==> src/rtl/tdm_serializer_if.sv <==
// Frame-side handshake between a frame producer and the TDM serializer:
// five channel words offered with frame_valid, accepted when frame_ready is high.
interface tdm_serializer_if;
  logic [31:0] ch0;
  logic [31:0] ch1;
  logic [31:0] ch2;
  logic [31:0] ch3;
  logic [31:0] ch4;
  logic        frame_valid;
  logic        frame_ready;

  modport master (
    output ch0, ch1, ch2, ch3, ch4, frame_valid,
    input  frame_ready
  );

  modport slave (
    input  ch0, ch1, ch2, ch3, ch4, frame_valid,
    output frame_ready
  );
endinterface

==> src/rtl/tdm_serializer.sv <==
// Five-channel TDM serializer: one sync cycle, then 5*SLOT_BITS data bits MSB first,
// with a one-frame holding buffer so a new frame can queue while the current one shifts out.
module tdm_serializer #(
  parameter int SLOT_BITS  = 16,
  parameter int GAP_CYCLES = 0
) (
  input  logic             tdm_clk,
  input  logic             reset,
  tdm_serializer_if.slave  frame,
  output logic             tdm_sync,
  output logic             tdm_data,
  output logic             busy,
  output logic             frame_done,
  output logic [7:0]       frame_count
);

  localparam int         FRAME_BITS = 5 * SLOT_BITS;
  localparam logic [6:0] LAST_BIT   = 7'(FRAME_BITS - 1);
  localparam logic [7:0] LAST_GAP   = (GAP_CYCLES > 0) ? 8'(GAP_CYCLES - 1) : 8'd0;

  typedef enum logic [1:0] {
    IDLE = 2'd0,
    SYNC = 2'd1,
    DATA = 2'd2,
    GAP  = 2'd3
  } state_t;

  state_t                  state_r;
  state_t                  next_state_s;
  logic [FRAME_BITS-1:0]   hold_r;
  logic [FRAME_BITS-1:0]   shift_r;
  logic                    hold_full_r;
  logic [6:0]              bit_cnt_r;
  logic [7:0]              gap_cnt_r;
  logic                    sync_r;
  logic                    data_r;
  logic                    busy_r;
  logic                    done_r;
  logic [7:0]              count_r;
  logic                    accept_s;
  logic                    load_s;
  logic                    last_bit_s;
  logic                    last_gap_s;

  assign frame.frame_ready = ~hold_full_r;
  assign accept_s          = frame.frame_valid & ~hold_full_r;
  assign last_bit_s        = (bit_cnt_r == LAST_BIT);
  assign last_gap_s        = (gap_cnt_r == LAST_GAP);

  assign tdm_sync    = sync_r;
  assign tdm_data    = data_r;
  assign busy        = busy_r;
  assign frame_done  = done_r;
  assign frame_count = count_r;

  // State register.
  always_ff @(posedge tdm_clk) begin
    if (reset) begin
      state_r <= IDLE;
    end else begin
      state_r <= next_state_s;
    end
  end

  // Next-state selection; load_s marks the edge that moves the holding buffer into the shifter.
  always_comb begin
    next_state_s = state_r;
    load_s       = 1'b0;
    case (state_r)
      IDLE: begin
        if (hold_full_r) begin
          load_s       = 1'b1;
          next_state_s = SYNC;
        end else begin
          next_state_s = IDLE;
        end
      end
      SYNC: begin
        next_state_s = DATA;
      end
      DATA: begin
        if (!last_bit_s) begin
          next_state_s = DATA;
        end else if (GAP_CYCLES > 0) begin
          next_state_s = GAP;
        end else if (hold_full_r) begin
          load_s       = 1'b1;
          next_state_s = SYNC;
        end else begin
          next_state_s = IDLE;
        end
      end
      GAP: begin
        if (!last_gap_s) begin
          next_state_s = GAP;
        end else if (hold_full_r) begin
          load_s       = 1'b1;
          next_state_s = SYNC;
        end else begin
          next_state_s = IDLE;
        end
      end
      default: begin
        next_state_s = IDLE;
      end
    endcase
  end

  // Buffers, counters and registered outputs; outputs are driven from the next state
  // so they line up with the state they describe.
  always_ff @(posedge tdm_clk) begin
    if (reset) begin
      hold_r      <= '0;
      shift_r     <= '0;
      hold_full_r <= 1'b0;
      bit_cnt_r   <= 7'd0;
      gap_cnt_r   <= 8'd0;
      sync_r      <= 1'b0;
      data_r      <= 1'b0;
      busy_r      <= 1'b0;
      done_r      <= 1'b0;
      count_r     <= 8'd0;
    end else begin
      if (accept_s) begin
        hold_r      <= {frame.ch0[SLOT_BITS-1:0], frame.ch1[SLOT_BITS-1:0],
                        frame.ch2[SLOT_BITS-1:0], frame.ch3[SLOT_BITS-1:0],
                        frame.ch4[SLOT_BITS-1:0]};
        hold_full_r <= 1'b1;
      end else if (load_s) begin
        hold_full_r <= 1'b0;
      end else begin
        hold_full_r <= hold_full_r;
      end

      if (load_s) begin
        shift_r <= hold_r;
      end else if (next_state_s == DATA) begin
        shift_r <= {shift_r[FRAME_BITS-2:0], 1'b0};
      end else begin
        shift_r <= shift_r;
      end

      if (state_r == DATA) begin
        bit_cnt_r <= last_bit_s ? 7'd0 : bit_cnt_r + 7'd1;
      end else begin
        bit_cnt_r <= 7'd0;
      end

      if (state_r == GAP) begin
        gap_cnt_r <= gap_cnt_r + 8'd1;
      end else begin
        gap_cnt_r <= 8'd0;
      end

      sync_r <= (next_state_s == SYNC);
      data_r <= (next_state_s == DATA) ? shift_r[FRAME_BITS-1] : 1'b0;
      busy_r <= (next_state_s != IDLE);
      done_r <= (state_r == DATA) && last_bit_s;
      if ((state_r == DATA) && last_bit_s) begin
        count_r <= count_r + 8'd1;
      end else begin
        count_r <= count_r;
      end
    end
  end

endmodule

==> src/flat_wrapper.sv <==
// flat-port wrapper written by rule: the top's interface ports become plain ports
module tdm_serializer_flat 
#(
  parameter int SLOT_BITS  = 16,
  parameter int GAP_CYCLES = 0
)
  (tdm_clk, reset, tdm_sync, tdm_data, busy, frame_done, frame_count, frame_ch0, frame_ch1, frame_ch2, frame_ch3, frame_ch4, frame_frame_valid, frame_frame_ready);
  tdm_serializer_if frame_i ();
  input  logic tdm_clk;
  input  logic reset;
  output logic tdm_sync;
  output logic tdm_data;
  output logic busy;
  output logic frame_done;
  output logic [7:0] frame_count;
  input wire logic [$bits(frame_i.ch0)-1:0] frame_ch0;
  input wire logic [$bits(frame_i.ch1)-1:0] frame_ch1;
  input wire logic [$bits(frame_i.ch2)-1:0] frame_ch2;
  input wire logic [$bits(frame_i.ch3)-1:0] frame_ch3;
  input wire logic [$bits(frame_i.ch4)-1:0] frame_ch4;
  input wire logic [$bits(frame_i.frame_valid)-1:0] frame_frame_valid;
  output wire logic [$bits(frame_i.frame_ready)-1:0] frame_frame_ready;
  assign frame_i.ch0 = frame_ch0;
  assign frame_i.ch1 = frame_ch1;
  assign frame_i.ch2 = frame_ch2;
  assign frame_i.ch3 = frame_ch3;
  assign frame_i.ch4 = frame_ch4;
  assign frame_i.frame_valid = frame_frame_valid;
  assign frame_frame_ready = frame_i.frame_ready;
  tdm_serializer #(.SLOT_BITS(SLOT_BITS), .GAP_CYCLES(GAP_CYCLES)) u_core (.tdm_clk(tdm_clk), .reset(reset), .frame(frame_i), .tdm_sync(tdm_sync), .tdm_data(tdm_data), .busy(busy), .frame_done(frame_done), .frame_count(frame_count));
endmodule
==> config.mk <==
export PLATFORM = sky130hd
export DESIGN_NAME = tdm_serializer_flat
export DESIGN_NICKNAME = d
export VERILOG_FILES = /design/src/rtl/tdm_serializer_if.sv /design/src/rtl/tdm_serializer.sv /design/src/flat_wrapper.sv
export SDC_FILE = /design/constraint.sdc
export NUM_CORES = 1
export LEC_CHECK = 0
export ABC_CLOCK_PERIOD_IN_PS = 2900
export BUFFER_PORTS_ARGS = -buffer_cell sky130_fd_sc_hd__buf_2
export CAP_MARGIN = 40
export CORE_ASPECT_RATIO = 0.5
export CORE_MARGIN = 5
export CORE_UTILIZATION = 45
export DETAILED_ROUTE_END_ITERATION = 16
export HOLD_SLACK_MARGIN = 0.12
export PLACE_DENSITY = 0.69
export SYNTH_ARGS = -nofsm -noshare
export SYNTH_HDL_FRONTEND = slang
export SYNTH_SLANG_ARGS = --single-unit
==> constraint.sdc <==
create_clock -name tdm_clk -period 2.9 [get_ports tdm_clk]
set_input_delay 0 -clock tdm_clk [delete_from_list [all_inputs] [get_ports tdm_clk]]
set_output_delay 0 -clock tdm_clk [all_outputs]
set_load 0.005 [all_outputs]
==> flow_summary.ini <==
[setup_path]
r2r-end = u_core.shift_r[9]
end_kind = register
reg2reg_depth = 7
crit_type = register to register
r2r_slack_ns = 0.50
crit_arrival_ns = 2.68
startpoint_type = register
crit_chain = inv_1, ha_1, or4b_1, o21a_4, buf_16, o31ai_1, a311oi_1
critical_path.slowest_cell = or4b_1
max_stage_delay_ns = 0.61
crit_fanout = 62
rr_startpoint = u_core.gap_cnt_r[0]
worstPathRequired_ns = 3.17

[power]
ir_worst_vdd_v = 0.000427
finalPower_mw = 6.34
p_leak_nw = 3.68
p_clk_share_pct = 36.9
swShare_pct = 28.3
p_int_mw = 4.54
power_frac_seq_pct = 46.8
switching_power_mw = 1.79
combPwrFrac_pct = 16.3
power_density_mw_per_mm2 = 618

[timing]
grt_setup_unrepaired = no
worstMarginPinSlew_ns = 0.766
slew_viol_final = 0
slew_headroom_pct = 48.9
fin_ws_ns = 0.499
finClkSkew_ns = 0.0116
hold_slack_ns = 0.135
fin_crit_sh_pct = 82.8
setup_violations = 0
setup-tns-final_ns = 0
fmax_mhz = 417
post-route-min-period_ns = 2.40
hold_violations = 0

[place]
place_area_mm2 = 0.00885
placedCellCount = 1204
port_buffers = 95
hpwl_mm = 12.4
finalWeightedCongestion = 0.731
dp_slack_ns = 0.548

[floorplanning]
start_util_pct = 46.4
die_h_um = 105
io_pins = 176
rows = 34
die_area_mm2 = 0.0211
fp.dieW_um = 200
core_mm2 = 0.0176

[layout]
antennaDiodeCount = 0
regArea_mm2 = 0.00380
nets = 1239
n_fill_cell = 1529
syn_to_final_growth_pct = 25.9
drive_gt1_share_pct = 14.9
post-route-util_pct = 58.4
multi_input_area_mm2 = 0.00390
fin_cells = 1319
fin_area_mm2 = 0.0103

[grt]
grt_overflow = 0
grtUsageMet2_pct = 34.3
grt_use_total_pct = 20.3
grt_pass1_wl_mm = 37.0
grt_start_max_net_pins = 81
antenna_found_initial = 0
met3_usage_pct = 2.29
first_global_vias = 7441
busiest_layer = met2
grt_use_met1_pct = 27.8

[worst_hold_path]
hold_depth = 4
hold_class = input port to register
hold_path_end = u_core.hold_r[29]
hold_start = frame_frame_valid

[clocking]
cts.sink_count = 190
cts-root-buf = clkbuf_16
htreeDepth = 4
clockBufferDepth = 2
clk_pin_slew_ns = 0.07
cts_resized = 0
cts_tree = done
numCtsBuffers = 17
worstSkewPairLatency_ns = 0.43

[yosys]
synth_top_area_share_pct = 46.7
synthCells = 971
synthTopCellsByArea = dfxtp_1 (47%), a311oi_1 (8.5%), nand2_1 (7.5%)
synth_ff_type = dfxtp_1
synth.most_common_cell = dfxtp_1
synth_nets = 1138
synth_common_cells = dfxtp_1 (190), nand2_1 (163), clkbuf_1 (88), a21oi_1 (86), nand4_1 (84)
ys_seq_area_share_pct = 46.7
synth-edff-count = 0
yosysTopAreaCell = dfxtp_1
synth_async_sr_flop_share_pct = 0
yosys_warnings = 0
synth.avg_cell_area_um2 = 8.40
ys_types = 39
ys_ff_latch = 190
netlist_area_mm2 = 0.00815

[detailed_routing]
wirelength_mm = 21.8
drtAntennaViolNets = 0
avgViaCountPerCell = 5.91
vias = 7791
routedWlPerCell_um = 16.5
first_iter_violations = 625
first_pass_iters = 5
post-route-drc-count = 0

[flow_run]
cap_violations = 0

[run_status]
outcome = completed
worst max-delay path, delay by kind of cell (launching register included):
family	cells	cell delay, ns
AO/OA/AOI/OAI	3	0.82
adder cells (fa/ha/maj)	1	0.14
buffers and inverters	2	0.29
flip-flops	1	0.33
AND/OR/NAND/NOR	1	0.61
routing by layer:
metal / vias up / wire length, um / share of wire [%]
met4: 0 / 210 / 0.96
met2: 196 / 10500 / 48
li1: 3820 / - / -
met1: 3755 / 10300 / 47
met5: - / 0 / 0
met3: 20 / 773 / 3.5
placed cells by master (no fill, tap or decap), drive strengths merged:
master | synthesis | layout
dfxtp | 190 | 190
nand2 | 163 | 163
buf | 31 | 118
a21oi | 86 | 86
nand4 | 84 | 84
dlygate4sd3 | 0 | 83
o31ai | 79 | 79
nor3 | 79 | 79
a311oi | 79 | 79
nor2 | 23 | 23
clkbuf | 88 | 20
inv | 4 | 10
xor2 | 8 | 8
and3 | 7 | 7
xnor2 | 7 | 7
nand3 | 6 | 6
clkinv | 1 | 5
nor2b | 5 | 5
ha | 4 | 4
o21ai | 4 | 4
or4b | 3 | 3
nor3b | 2 | 2
mux2 | 2 | 2
or3 | 2 | 2
nand2b | 2 | 2
a21boi | 1 | 1
o21a | 1 | 1
o22ai | 1 | 1
nor4bb | 1 | 1
a21o | 1 | 1
a21bo | 1 | 1
o311ai | 1 | 1
o41ai | 1 | 1
a211oi | 1 | 1
mux2i | 1 | 1
nand3b | 1 | 1
nor4 | 1 | 1
clkinvlp | 0 | 1
bufinv | 0 | 1
kinds of logic (layout without fill, tap and decap cells):
logic type,after synthesis,after routing,synth area share (%)
flip-flops,190,190,46.7
buffers and inverters,124,238,6.23
XOR/XNOR,15,15,1.61
AND/OR/NAND/NOR,379,379,22.3
multiplexers,3,3,0.399
adder cells (fa/ha/maj),4,4,0.614
AO/OA/AOI/OAI,256,256,22.2
sequential cells by signal (all words and copies together), names as in the netlist:
register and flops:
u_core.hold_full_r 1, u_core.bit_cnt_r 7, u_core.shift_r 80, u_core.gap_cnt_r 8, u_core.busy 1, u_core.frame_count 8, u_core.frame_done 1, u_core.state_r 2
u_core.hold_r 80, u_core.tdm_data 1, u_core.tdm_sync 1
power groups by stage:
| stage | Clock, mW | Sequential [mW] | Combinational, mW |
|---|---|---|---|
| 2_1_floorplan | 0 | 2.98 | 0.678 |
| 3_3_place_gp | 0 | 3.01 | 0.909 |
| 3_5_place_dp | 0 | 3.02 | 0.943 |
| 4_1_cts | 2.37 | 2.96 | 1.03 |
| 5_1_grt | 2.49 | 2.99 | 1.14 |
| 6_report | 2.34 | 2.96 | 1.03 |
worst max-delay path by stage:
stage	slack, ns	endpoint	start	cells past startpoint
after global placement	0.57	u_core.shift_r[21]	u_core.gap_cnt_r[0]	6
final	0.50	u_core.shift_r[9]	u_core.gap_cnt_r[0]	7
after detailed placement	0.55	u_core.shift_r[32]	u_core.gap_cnt_r[0]	7
after global routing	0.36	u_core.shift_r[9]	u_core.gap_cnt_r[0]	7
after CTS	0.53	u_core.shift_r[9]	u_core.gap_cnt_r[0]	7
after floorplan	0.83	u_core.shift_r[35]	u_core.gap_cnt_r[0]	10
final cells by class:
| cell class | count | area share [%] |
|---|---|---|
| timing repair buffer | 201 | 16.2 |
| clock buffer | 20 | 4.45 |
| sequential | 190 | 37.1 |
| multi-input combinational | 657 | 38.0 |
| clock inverter | 12 | 1.24 |
| tap | 234 | 2.85 |
| inverter | 5 | 0.183 |
repair_timing:
item	CTS	global route
hold endpoints to repair	85	0
hold buffers	83	0
setup buffers	0	0
No activity file was read; power rests on OpenSTA's default activity.
